[config.mk]
export PLATFORM = sky130hd
export DESIGN_NAME = mem_arbiter
export DESIGN_NICKNAME = d
export VERILOG_FILES = /design/src/rtl/mem_arb_pkg.sv /design/src/rtl/mem_arb_fairness.sv /design/src/rtl/mem_arbiter.sv
export SDC_FILE = /design/constraint.sdc
export NUM_CORES = 1
export LEC_CHECK = 0
export CAP_MARGIN = 40
export CORE_ASPECT_RATIO = 1.2
export CORE_MARGIN = 2
export CORE_UTILIZATION = 30
export DETAILED_ROUTE_END_ITERATION = 8
export HOLD_SLACK_MARGIN = 0.02
export SKIP_LAST_GASP = 1
export SYNTH_ARGS = -nofsm -noshare
export SYNTH_HDL_FRONTEND = slang
export SYNTH_SLANG_ARGS = --single-unit
[constraint.sdc]
create_clock -name i_clk -period 2.57 [get_ports i_clk]
set_input_delay 0.3855 -clock i_clk [delete_from_list [all_inputs] [get_ports i_clk]]
set_output_delay 0.3855 -clock i_clk [all_outputs]
set_load 0.01 [all_outputs]
[src/rtl/mem_arb_pkg.sv]
// Shared types and constants for the two-requester memory port arbiter.
package mem_arb_pkg;

  localparam logic [1:0] ST_IDLE  = 2'd0;
  localparam logic [1:0] ST_ISSUE = 2'd1;
  localparam logic [1:0] ST_RESP  = 2'd2;

  typedef enum logic {
    OWN_CPU = 1'b0,
    OWN_DMA = 1'b1
  } owner_e;

  localparam logic [1:0] IO_PREFIX_DEF = 2'b11;

  function automatic logic is_io(input logic [1:0] top_bits, input logic [1:0] prefix);
    return (top_bits == prefix);
  endfunction

endpackage

[src/rtl/mem_arb_fairness.sv]
// Starvation counter and grant decision: CPU wins unless DMA has waited
// through STARVE_MAX consecutive CPU grants.
module mem_arb_fairness
  import mem_arb_pkg::*;
#(
  parameter int STARVE_MAX = 4
) (
  input  logic i_clk,
  input  logic i_rst_n,
  input  logic i_arb,
  input  logic i_cpu_req,
  input  logic i_dma_req,
  output logic o_grant_dma
);

  localparam int CW = $clog2(STARVE_MAX + 1);
  localparam logic [CW-1:0] MAX_CNT = CW'(STARVE_MAX);

  logic [CW-1:0] r_starve_cnt;
  logic          w_at_max;

  assign w_at_max = (r_starve_cnt == MAX_CNT);

  // grant decision, only meaningful while i_arb is high
  always_comb begin
    o_grant_dma = 1'b0;
    if (i_dma_req && (!i_cpu_req || w_at_max)) begin
      o_grant_dma = 1'b1;
    end else begin
      o_grant_dma = 1'b0;
    end
  end

  // count CPU grants taken while DMA is waiting, saturating at the bound
  always_ff @(posedge i_clk or negedge i_rst_n) begin
    if (!i_rst_n) begin
      r_starve_cnt <= '0;
    end else if (!i_dma_req) begin
      r_starve_cnt <= '0;
    end else if (i_arb && o_grant_dma) begin
      r_starve_cnt <= '0;
    end else if (i_arb && !w_at_max) begin
      r_starve_cnt <= r_starve_cnt + CW'(1);
    end else begin
      r_starve_cnt <= r_starve_cnt;
    end
  end

endmodule

[src/rtl/mem_arbiter.sv]
// Shares one external memory/I-O port between the CPU load/store path and a
// read-only DMA requester: IDLE -> ISSUE -> RESP, with back-to-back reissue.
module mem_arbiter
  import mem_arb_pkg::*;
#(
  parameter int         DATA_W     = 16,
  parameter int         ADDR_W     = 16,
  parameter int         STARVE_MAX = 4,
  parameter logic [1:0] IO_PREFIX  = IO_PREFIX_DEF
) (
  input  logic              i_clk,
  input  logic              i_rst_n,
  input  logic              i_cpu_req,
  input  logic              i_cpu_we,
  input  logic [ADDR_W-1:0] i_cpu_adr,
  input  logic [DATA_W-1:0] i_cpu_wdata,
  output logic              o_cpu_ack,
  output logic [DATA_W-1:0] o_cpu_rdata,
  input  logic              i_dma_req,
  input  logic [ADDR_W-1:0] i_dma_adr,
  output logic              o_dma_ack,
  output logic [DATA_W-1:0] o_dma_rdata,
  output logic              o_mem_en,
  output logic              o_mem_we,
  output logic [ADDR_W-1:0] o_mem_adr,
  output logic [DATA_W-1:0] o_mem_wdata,
  input  logic [DATA_W-1:0] i_mem_rdata,
  output logic              o_io_sel
);

  logic [1:0]        r_state;
  logic [1:0]        w_state_nxt;
  owner_e            r_owner;
  logic              r_we;
  logic              r_dma_illegal;
  logic              r_mem_en;
  logic              r_mem_we;
  logic              r_io_sel;
  logic              r_cpu_ack;
  logic              r_dma_ack;
  logic [ADDR_W-1:0] r_mem_adr;
  logic [DATA_W-1:0] r_mem_wdata;

  logic              w_arb;
  logic              w_other_pend;
  logic              w_grant_dma;
  logic [ADDR_W-1:0] w_win_adr;
  logic              w_win_we;
  logic [DATA_W-1:0] w_win_wdata;
  logic              w_win_io;

  mem_arb_fairness #(
    .STARVE_MAX (STARVE_MAX)
  ) u_fairness (
    .i_clk       (i_clk),
    .i_rst_n     (i_rst_n),
    .i_arb       (w_arb),
    .i_cpu_req   (i_cpu_req),
    .i_dma_req   (i_dma_req),
    .o_grant_dma (w_grant_dma)
  );

  // in RESP the current winner's own req does not justify a reissue
  always_comb begin
    w_other_pend = 1'b0;
    if (r_owner == OWN_CPU) begin
      w_other_pend = i_dma_req;
    end else begin
      w_other_pend = i_cpu_req;
    end
  end

  always_comb begin
    w_arb       = 1'b0;
    w_state_nxt = ST_IDLE;
    case (r_state)
      ST_IDLE: begin
        w_arb       = i_cpu_req || i_dma_req;
        w_state_nxt = w_arb ? ST_ISSUE : ST_IDLE;
      end
      ST_ISSUE: begin
        w_arb       = 1'b0;
        w_state_nxt = ST_RESP;
      end
      ST_RESP: begin
        w_arb       = w_other_pend;
        w_state_nxt = w_arb ? ST_ISSUE : ST_IDLE;
      end
      default: begin
        w_arb       = 1'b0;
        w_state_nxt = ST_IDLE;
      end
    endcase
  end

  always_comb begin
    w_win_adr   = i_cpu_adr;
    w_win_we    = i_cpu_we;
    w_win_wdata = i_cpu_wdata;
    if (w_grant_dma) begin
      w_win_adr   = i_dma_adr;
      w_win_we    = 1'b0;
      w_win_wdata = '0;
    end else begin
      w_win_adr   = i_cpu_adr;
      w_win_we    = i_cpu_we;
      w_win_wdata = i_cpu_wdata;
    end
    w_win_io = is_io(w_win_adr[ADDR_W-1 -: 2], IO_PREFIX);
  end

  always_ff @(posedge i_clk or negedge i_rst_n) begin
    if (!i_rst_n) begin
      r_state <= ST_IDLE;
    end else begin
      r_state <= w_state_nxt;
    end
  end

  // winner latch; the address/data registers drive the port directly
  always_ff @(posedge i_clk or negedge i_rst_n) begin
    if (!i_rst_n) begin
      r_owner       <= OWN_CPU;
      r_we          <= 1'b0;
      r_dma_illegal <= 1'b0;
      r_mem_adr     <= '0;
      r_mem_wdata   <= '0;
    end else if (w_arb) begin
      r_owner       <= w_grant_dma ? OWN_DMA : OWN_CPU;
      r_we          <= w_win_we;
      r_dma_illegal <= w_grant_dma && w_win_io;
      r_mem_adr     <= w_win_adr;
      r_mem_wdata   <= w_win_wdata;
    end else begin
      r_owner       <= r_owner;
      r_we          <= r_we;
      r_dma_illegal <= r_dma_illegal;
      r_mem_adr     <= r_mem_adr;
      r_mem_wdata   <= r_mem_wdata;
    end
  end

  // strobes are high only during ISSUE; DMA into I/O space gets none
  always_ff @(posedge i_clk or negedge i_rst_n) begin
    if (!i_rst_n) begin
      r_mem_en  <= 1'b0;
      r_io_sel  <= 1'b0;
      r_mem_we  <= 1'b0;
      r_cpu_ack <= 1'b0;
      r_dma_ack <= 1'b0;
    end else begin
      r_mem_en  <= w_arb && !w_win_io;
      r_io_sel  <= w_arb && w_win_io && !w_grant_dma;
      r_mem_we  <= w_arb && w_win_we;
      r_cpu_ack <= (r_state == ST_ISSUE) && (r_owner == OWN_CPU);
      r_dma_ack <= (r_state == ST_ISSUE) && (r_owner == OWN_DMA);
    end
  end

  // read data arrives the cycle after the strobe, so it is steered, not stored
  always_comb begin
    o_cpu_rdata = '0;
    o_dma_rdata = '0;
    if (r_cpu_ack && !r_we) begin
      o_cpu_rdata = i_mem_rdata;
    end else begin
      o_cpu_rdata = '0;
    end
    if (r_dma_ack && !r_dma_illegal) begin
      o_dma_rdata = i_mem_rdata;
    end else begin
      o_dma_rdata = '0;
    end
  end

  assign o_cpu_ack   = r_cpu_ack;
  assign o_dma_ack   = r_dma_ack;
  assign o_mem_en    = r_mem_en;
  assign o_mem_we    = r_mem_we;
  assign o_io_sel    = r_io_sel;
  assign o_mem_adr   = r_mem_adr;
  assign o_mem_wdata = r_mem_wdata;

endmodule
==> impl_metrics.py, run 1 <==
metrics = {
    "run_status": {
        "outcome": "complete, no violations",
    },
    "cts": {
        "cts_resized": 0,
        "postCtsHoldBufs": 1,
        "numCtsBuffers": 5,
        "clkLatencyLatePin_ns": 0.30,
        "h-tree-depth": 2,
        "cts_setup_buffers": 0,
        "cts_tree": "done",
        "clkTransAtPathRegs_ns": 0.08,
        "cts_buffer_depth": 2,
        "clock-sinks": 45,
        "cts_root_buf": "clkbuf_8",
    },
    "drt": {
        "drt-total-wl_mm": 7.30,
        "drc": 0,
        "vias": 2180,
        "drtPass1Iterations": 4,
        "wire_per_inst_um": 15.6,
        "routed_via_density": 4.65,
        "ant_nets": 0,
        "drt-initial-drc-count": 102,
    },
    "finish": {
        "drive_gt1_share_pct": 15.8,
        "final_cell_mix": "clkdlybuf4s50_1 (136), and2_1 (51), dfrtp_1 (45), mux2_4 (32), a21boi_0 (19)",
        "area_growth_pct": 63.1,
        "layout_commonest_cell": "clkdlybuf4s50_1",
        "fin_cells": 469,
        "fill_cells": 780,
        "antenna_cells": 0,
        "fin_nets": 425,
    },
    "placed_design": {
        "placed_cells": 460,
        "place.gp.congestion": 0.844,
        "dp_hpwl_mm": 5.56,
        "port_buffers": 137,
    },
    "timing": {
        "tightest_slew_ns": 0.685,
        "rsz0062_at_grt": "false",
        "skew_ns": 0.00883,
        "slew_violations": 0,
        "relSlewSlack_pct": 54.3,
        "timing.setup.tns_ns": 0,
        "hold_violations": 0,
        "max_clock_freq_ghz": 0.485,
        "setup_viol": 0,
        "fin_crit_sh_pct": 80.3,
        "period_needed_ns": 2.06,
    },
    "worst_setup_path": {
        "crit_buf_inv": 2,
        "endpoint_kind": "primary output",
        "required_ns": 2.18,
        "critical_path_class": "flip-flop to primary output",
        "start_kind": "flip-flop",
        "crit_family": "buffers and inverters",
        "worstPathCellList": "nor2b_1, buf_4, and2_1, clkdlybuf4s50_1",
        "crit_fanout": 16,
        "crit_slowest_cell": "clkdlybuf4s50_1",
        "slowest_delay_ns": 0.54,
        "arrival_ns": 1.68,
    },
    "floorplanning": {
        "io_pins": 138,
        "fp.dieH_um": 105,
        "core-area_sq_um": 8200,
        "start_util_pct": 31.3,
        "die_x_um": 88.4,
        "die-area_sq_um": 9300,
        "rows": 36,
    },
    "synth": {
        "ys_ff_latch": 45,
        "synth-async-reset-ratio_pct": 100,
        "netlist_area_sq_um": 2560,
        "ys_types": 24,
        "synth-main-ff-cell": "dfrtp_1",
        "synth_nets": 286,
        "synth_edf_count": 0,
        "ys_seq_area_share_pct": 43.9,
        "synth_cells": 215,
        "synth_warnings": 0,
        "avgSynthCellArea_sq_um": 11.9,
    },
    "worst_hold_path": {
        "min_path_type": "flip-flop to flip-flop",
    },
    "power": {
        "ir_drop_mv": 0.355,
        "powerDensity_nw_per_um2": 882,
        "leakage_nw": 1.77,
    },
    "global_route": {
        "grt.busiest_layer": "met2",
        "use_met1_pct": 17.7,
        "grt_max_degree": 31,
        "grt_pass1_wl_mm": 11.4,
        "antenna_found_initial": 0,
        "track_usage_pct": 15.6,
        "grt-ovfl-total": 0,
        "grt_use_met2_pct": 28.0,
        "grt_pass1_vias": 2197,
        "grt_use_met3_pct": 3.29,
    },
    "flow_run": {
        "max_cap_viol_count": 0,
    },
}
[path summary, 6_finish.rpt]
path	from	to	slack, ns	cells after the start
min in group asynchronous	i_rst_n	o_mem_adr[6]$_DFFE_PN0N_	0.55	2
min	r_state[1]$_DFF_PN0_	o_cpu_ack$_DFF_PN0_	0.50	1
max in group asynchronous	i_rst_n	o_mem_wdata[7]$_DFFE_PN0N_	1.42	3
max	r_we$_DFFE_PN0N_	o_cpu_rdata[6]	0.51	4
min reg2reg	r_state[1]$_DFF_PN0_	o_cpu_ack$_DFF_PN0_	0.50	1
max reg2reg	u_fairness.r_starve_cnt[0]$_DFFE_PN0P_	o_mem_adr[1]$_DFFE_PN0N_	0.81	6
[kinds of logic after synthesis]
logic type	synth area share [%]
buffers and inverters	4.69
DFF	43.9
muxes	20.8
and+or+nand+nor	16.0
adders and majority gates	0.976
AOI/OAI and AO/OA	13.6
[cell usage after synthesis, drive strengths merged, types with 2 or more instances]
library cell | n | area (sq um)
a21boi | 19 | 143
a32o | 16 | 160
and2 | 51 | 319
buf | 5 | 56.3
clkbuf | 13 | 48.8
dfrtp | 45 | 1130
ha | 2 | 25.0
inv | 4 | 15.0
mux2 | 34 | 503
mux2i | 3 | 30.0
nand2 | 5 | 18.8
nand3 | 3 | 15.0
nor2 | 3 | 11.3
nor2b | 2 | 12.5
o211a | 2 | 20.0
[flip-flops by register name, summed over array words and instances (netlist names)]
name                     count
o_cpu_ack                    1
o_dma_ack                    1
o_io_sel                     1
o_mem_adr                   16
o_mem_en                     1
o_mem_wdata                 16
o_mem_we                     1
r_dma_illegal                1
r_owner                      1
r_state                      2
r_we                         1
u_fairness.r_starve_cnt      3
[area by class of cell]
class / count / area (sq um) / share of cell area (%)
well taps: 114 / 143 / 3.41
clock buffers: 7 / 96.3 / 2.30
repair buffers: 150 / 1480 / 35.4
flip-flops and latches: 45 / 1130 / 26.9
inverters: 4 / 15.0 / 0.359
multi-input cells: 148 / 1320 / 31.5
clock inverters: 1 / 5.00 / 0.120
[per-stage QoR]
| stage | setup slack, ns | hold WS (ns) | util (%) | power, mW | instance area, sq um |
|---|---|---|---|---|---|
| detailed placement | 0.302 | 0.340 | 49.6 | 3.24 | 4070 |
| CTS | 0.463 | 0.489 | 51.0 | 3.73 | 4180 |
| finish | 0.506 | 0.496 | 51.0 | 3.69 | 4180 |
| global route | 0.404 | 0.516 | 51.0 | 3.89 | 4180 |
| global placement | 0.332 | 0.339 | 49.6 | 3.21 | 4070 |
| floorplan | 0.841 | 0.0899 | - | 2.28 | 2560 |
[power breakdown]
group	switching [mW]	internal [mW]
clock	0.236	0.243
sequential	0.185	1.02
combinational	0.718	1.29
[per-layer routing]
| metal | part of all wire, % | vias to the layer above |
|---|---|---|
| met4 | 1.9 | 0 |
| met3 | 7.2 | 9 |
| met1 | 38 | 1054 |
| li1 | - | 1032 |
| met2 | 53 | 85 |
| met5 | 0 | - |
(Power assumes the default switching activity.)
==> run 2: changes to the inputs <==
Clock period 2.57 ns to 2.15 ns, I/O delays scaled along.
==> run 2 against run 1 <==
Hold slack worse by 0.47 ns. Worst setup slack worse by 0.36 ns. Clock power up 11%. Register-to-register slack worse by 0.33 ns. Power up 21%. Cell area up 0.75%. Via count down 0.87%. Global-route usage down 0.18 points. Non-clock buffer count up 1. Critical path type unchanged.
==> impl_metrics.py, run 2 (same netlist as run 1, synthesis figures left out) <==
metrics = {
    "timing": {
        "hold_violations": 0,
        "slew_violations": 0,
        "tightest_slew_ns": 0.594,
        "rsz0062_at_grt": "false",
        "period_needed_ns": 2.01,
        "relSlewSlack_pct": 60.4,
        "setup_viol": 0,
        "finalWorstSetupSlack_ns": 0.144,
        "skew_ns": 0.00330,
        "timing.setup.tns_ns": 0,
        "fin_crit_sh_pct": 93.3,
        "max_clock_freq_ghz": 0.498,
    },
    "power": {
        "powerDensity_nw_per_um2": 1060,
        "leakage_nw": 1.78,
        "switching_power_mw": 1.36,
        "p_int_mw": 3.08,
        "p_clk_share_pct": 11.9,
        "seqPwrFrac_pct": 32.4,
        "ir_drop_mv": 0.532,
        "switching_share_pct": 30.7,
        "power_frac_comb_pct": 55.7,
    },
    "cts": {
        "cts_root_buf": "clkbuf_8",
        "cts_buffer_depth": 2,
        "cts_tree": "done",
        "clock-sinks": 45,
        "numCtsBuffers": 5,
        "postCtsHoldBufs": 0,
        "h-tree-depth": 2,
        "clkLatencyLatePin_ns": 0.29,
        "clkTransAtPathRegs_ns": 0.08,
    },
    "run_status": {
        "outcome": "complete, no violations",
    },
    "floorplanning": {
        "die-area_sq_um": 9300,
        "core-area_sq_um": 8200,
        "start_util_pct": 31.3,
        "io_pins": 138,
        "rows": 36,
        "fp.dieH_um": 105,
        "die_x_um": 88.4,
    },
    "worst_setup_path": {
        "crit_slowest_cell": "clkdlybuf4s50_1",
        "reg2reg_to": "o_mem_adr[6]$_DFFE_PN0N_",
        "worstPathCellList": "nor2b_1, buf_4, and2_1, clkdlybuf4s50_1",
        "crit_buf_inv": 2,
        "crit_fanout": 16,
        "crit_family": "buffers and inverters",
        "start_kind": "flip-flop",
        "arrival_ns": 1.68,
        "endpoint_kind": "primary output",
        "slowest_delay_ns": 0.53,
        "rr_worst_depth": 6,
        "required_ns": 1.83,
        "critical_path_class": "flip-flop to primary output",
        "r2r-start": "u_fairness.r_starve_cnt[0]$_DFFE_PN0P_",
        "r2r_slack_ns": 0.48,
    },
    "placed_design": {
        "port_buffers": 137,
        "pre_cts_ws_ns": 0.104,
        "place.gp.congestion": 0.769,
        "dp_hpwl_mm": 5.49,
    },
    "drt": {
        "drtPass1Iterations": 4,
        "vias": 2161,
        "drt-total-wl_mm": 7.13,
        "routed_via_density": 4.61,
        "drt-initial-drc-count": 107,
        "wire_per_inst_um": 15.2,
        "drc": 0,
        "ant_nets": 0,
    },
    "finish": {
        "fill_cells": 780,
        "area_growth_pct": 64.4,
        "final_cell_mix": "clkdlybuf4s50_1 (136), and2_1 (51), dfrtp_1 (45), mux2_4 (32), a21boi_0 (19)",
        "layout_commonest_cell": "clkdlybuf4s50_1",
        "antenna_cells": 0,
        "fin_nets": 426,
        "drive_gt1_share_pct": 15.8,
    },
    "flow_run": {
        "max_cap_viol_count": 0,
    },
    "global_route": {
        "grt_pass1_vias": 2242,
        "grt_pass1_wl_mm": 11.2,
        "antenna_found_initial": 0,
        "track_usage_pct": 15.5,
        "grt_max_degree": 27,
        "grt-ovfl-total": 0,
    },
    "worst_hold_path": {
        "min_path_type": "primary input to async pin",
    },
}
==> run 2: changes by cell type in the layout (fill, tap and decap cells not counted) <==
cell	change
buf_12	+3
buf_4	-2
clkbuf_1	+1
buf_6	+1
dlygate4sd3_1	-1
clkinv_2	-1
clkbuf_8	-1
==> run 2: worst register-to-register path: cells and delay by family (launching register included) <==
| kind | cells | cell delay [ns] |
|---|---|---|
| DFF | 1 | 0.38 |
| buffers and inverters | 2 | 0.23 |
| adders and majority gates | 1 | 0.24 |
| AOI/OAI and AO/OA | 2 | 0.46 |
| muxes | 1 | 0.26 |
==> run 2: power by group through the flow <==
stage               Combinational, mW  Clock (mW)  Sequential [mW]
finish                           2.48       0.530             1.44
global route                     2.61       0.584             1.50
CTS                              2.50       0.555             1.45
detailed placement               2.50           0             1.45
global placement                 2.47           0             1.46
floorplan                        1.15           0             1.57
==> run 2: through the flow <==
| step | instances | instance area (sq um) | util (%) | hold slack, ns | power [mW] |
|---|---|---|---|---|---|
| global placement | 462 | 4120 | 50.3 | 0.360 | 3.93 |
| finish | 469 | 4210 | 51.4 | 0.0220 | 4.44 |
| floorplan | 215 | 2560 | - | 0.0269 | 2.72 |
| global route | 469 | 4210 | 51.4 | 0.0605 | 4.69 |
| CTS | 469 | 4210 | 51.3 | 0.0368 | 4.50 |
| detailed placement | 462 | 4120 | 50.3 | 0.376 | 3.95 |
==> run 2: repair_timing <==
item                                    in CTS  in global routing
endpoints found under the setup margin       0                  1
buffers inserted                             0                  0
gates resized for setup                      0                  1
==> run 2: worst max-delay path by stage <==
stage                                                 startpoint                   endpoint  slack [ns]  depth (start not counted)
after floorplan           u_fairness.r_starve_cnt[0]$_DFFE_PN0P_  o_mem_adr[10]$_DFFE_PN0N_        0.42                          7
after CTS                                    o_dma_ack$_DFF_PN0_             o_dma_rdata[4]        0.12                          4
final                                        o_cpu_ack$_DFF_PN0_             o_cpu_rdata[3]        0.14                          4
after detailed placement                               i_dma_req   o_mem_adr[6]$_DFFE_PN0N_        0.10                          5
after global placement                                 i_dma_req   o_mem_adr[1]$_DFFE_PN0N_        0.11                          5
after global routing                         o_dma_ack$_DFF_PN0_             o_dma_rdata[4]        0.01                          4
==> run 2: cell type report <==
type / instances / area, sq um / area share [%]
Multi-Input combinational cell: 148 / 1320 / 31.3
Timing Repair Buffer: 151 / 1530 / 36.2
Clock buffer: 7 / 86.3 / 2.05
Tap cell: 114 / 143 / 3.39
Inverter: 4 / 15.0 / 0.357
Sequential cell: 45 / 1130 / 26.7
==> run 2: layer usage <==
| layer | vias to the layer above | GRT usage, % | part of all wire (%) |
|---|---|---|---|
| li1 | 1037 | - | - |
| met1 | 1025 | 17.3 | 39 |
| met2 | 87 | 27.7 | 51 |
| met3 | 12 | 3.13 | 7.1 |
| met4 | 0 | 6.60 | 2.8 |
| met5 | - | 0 | 0 |
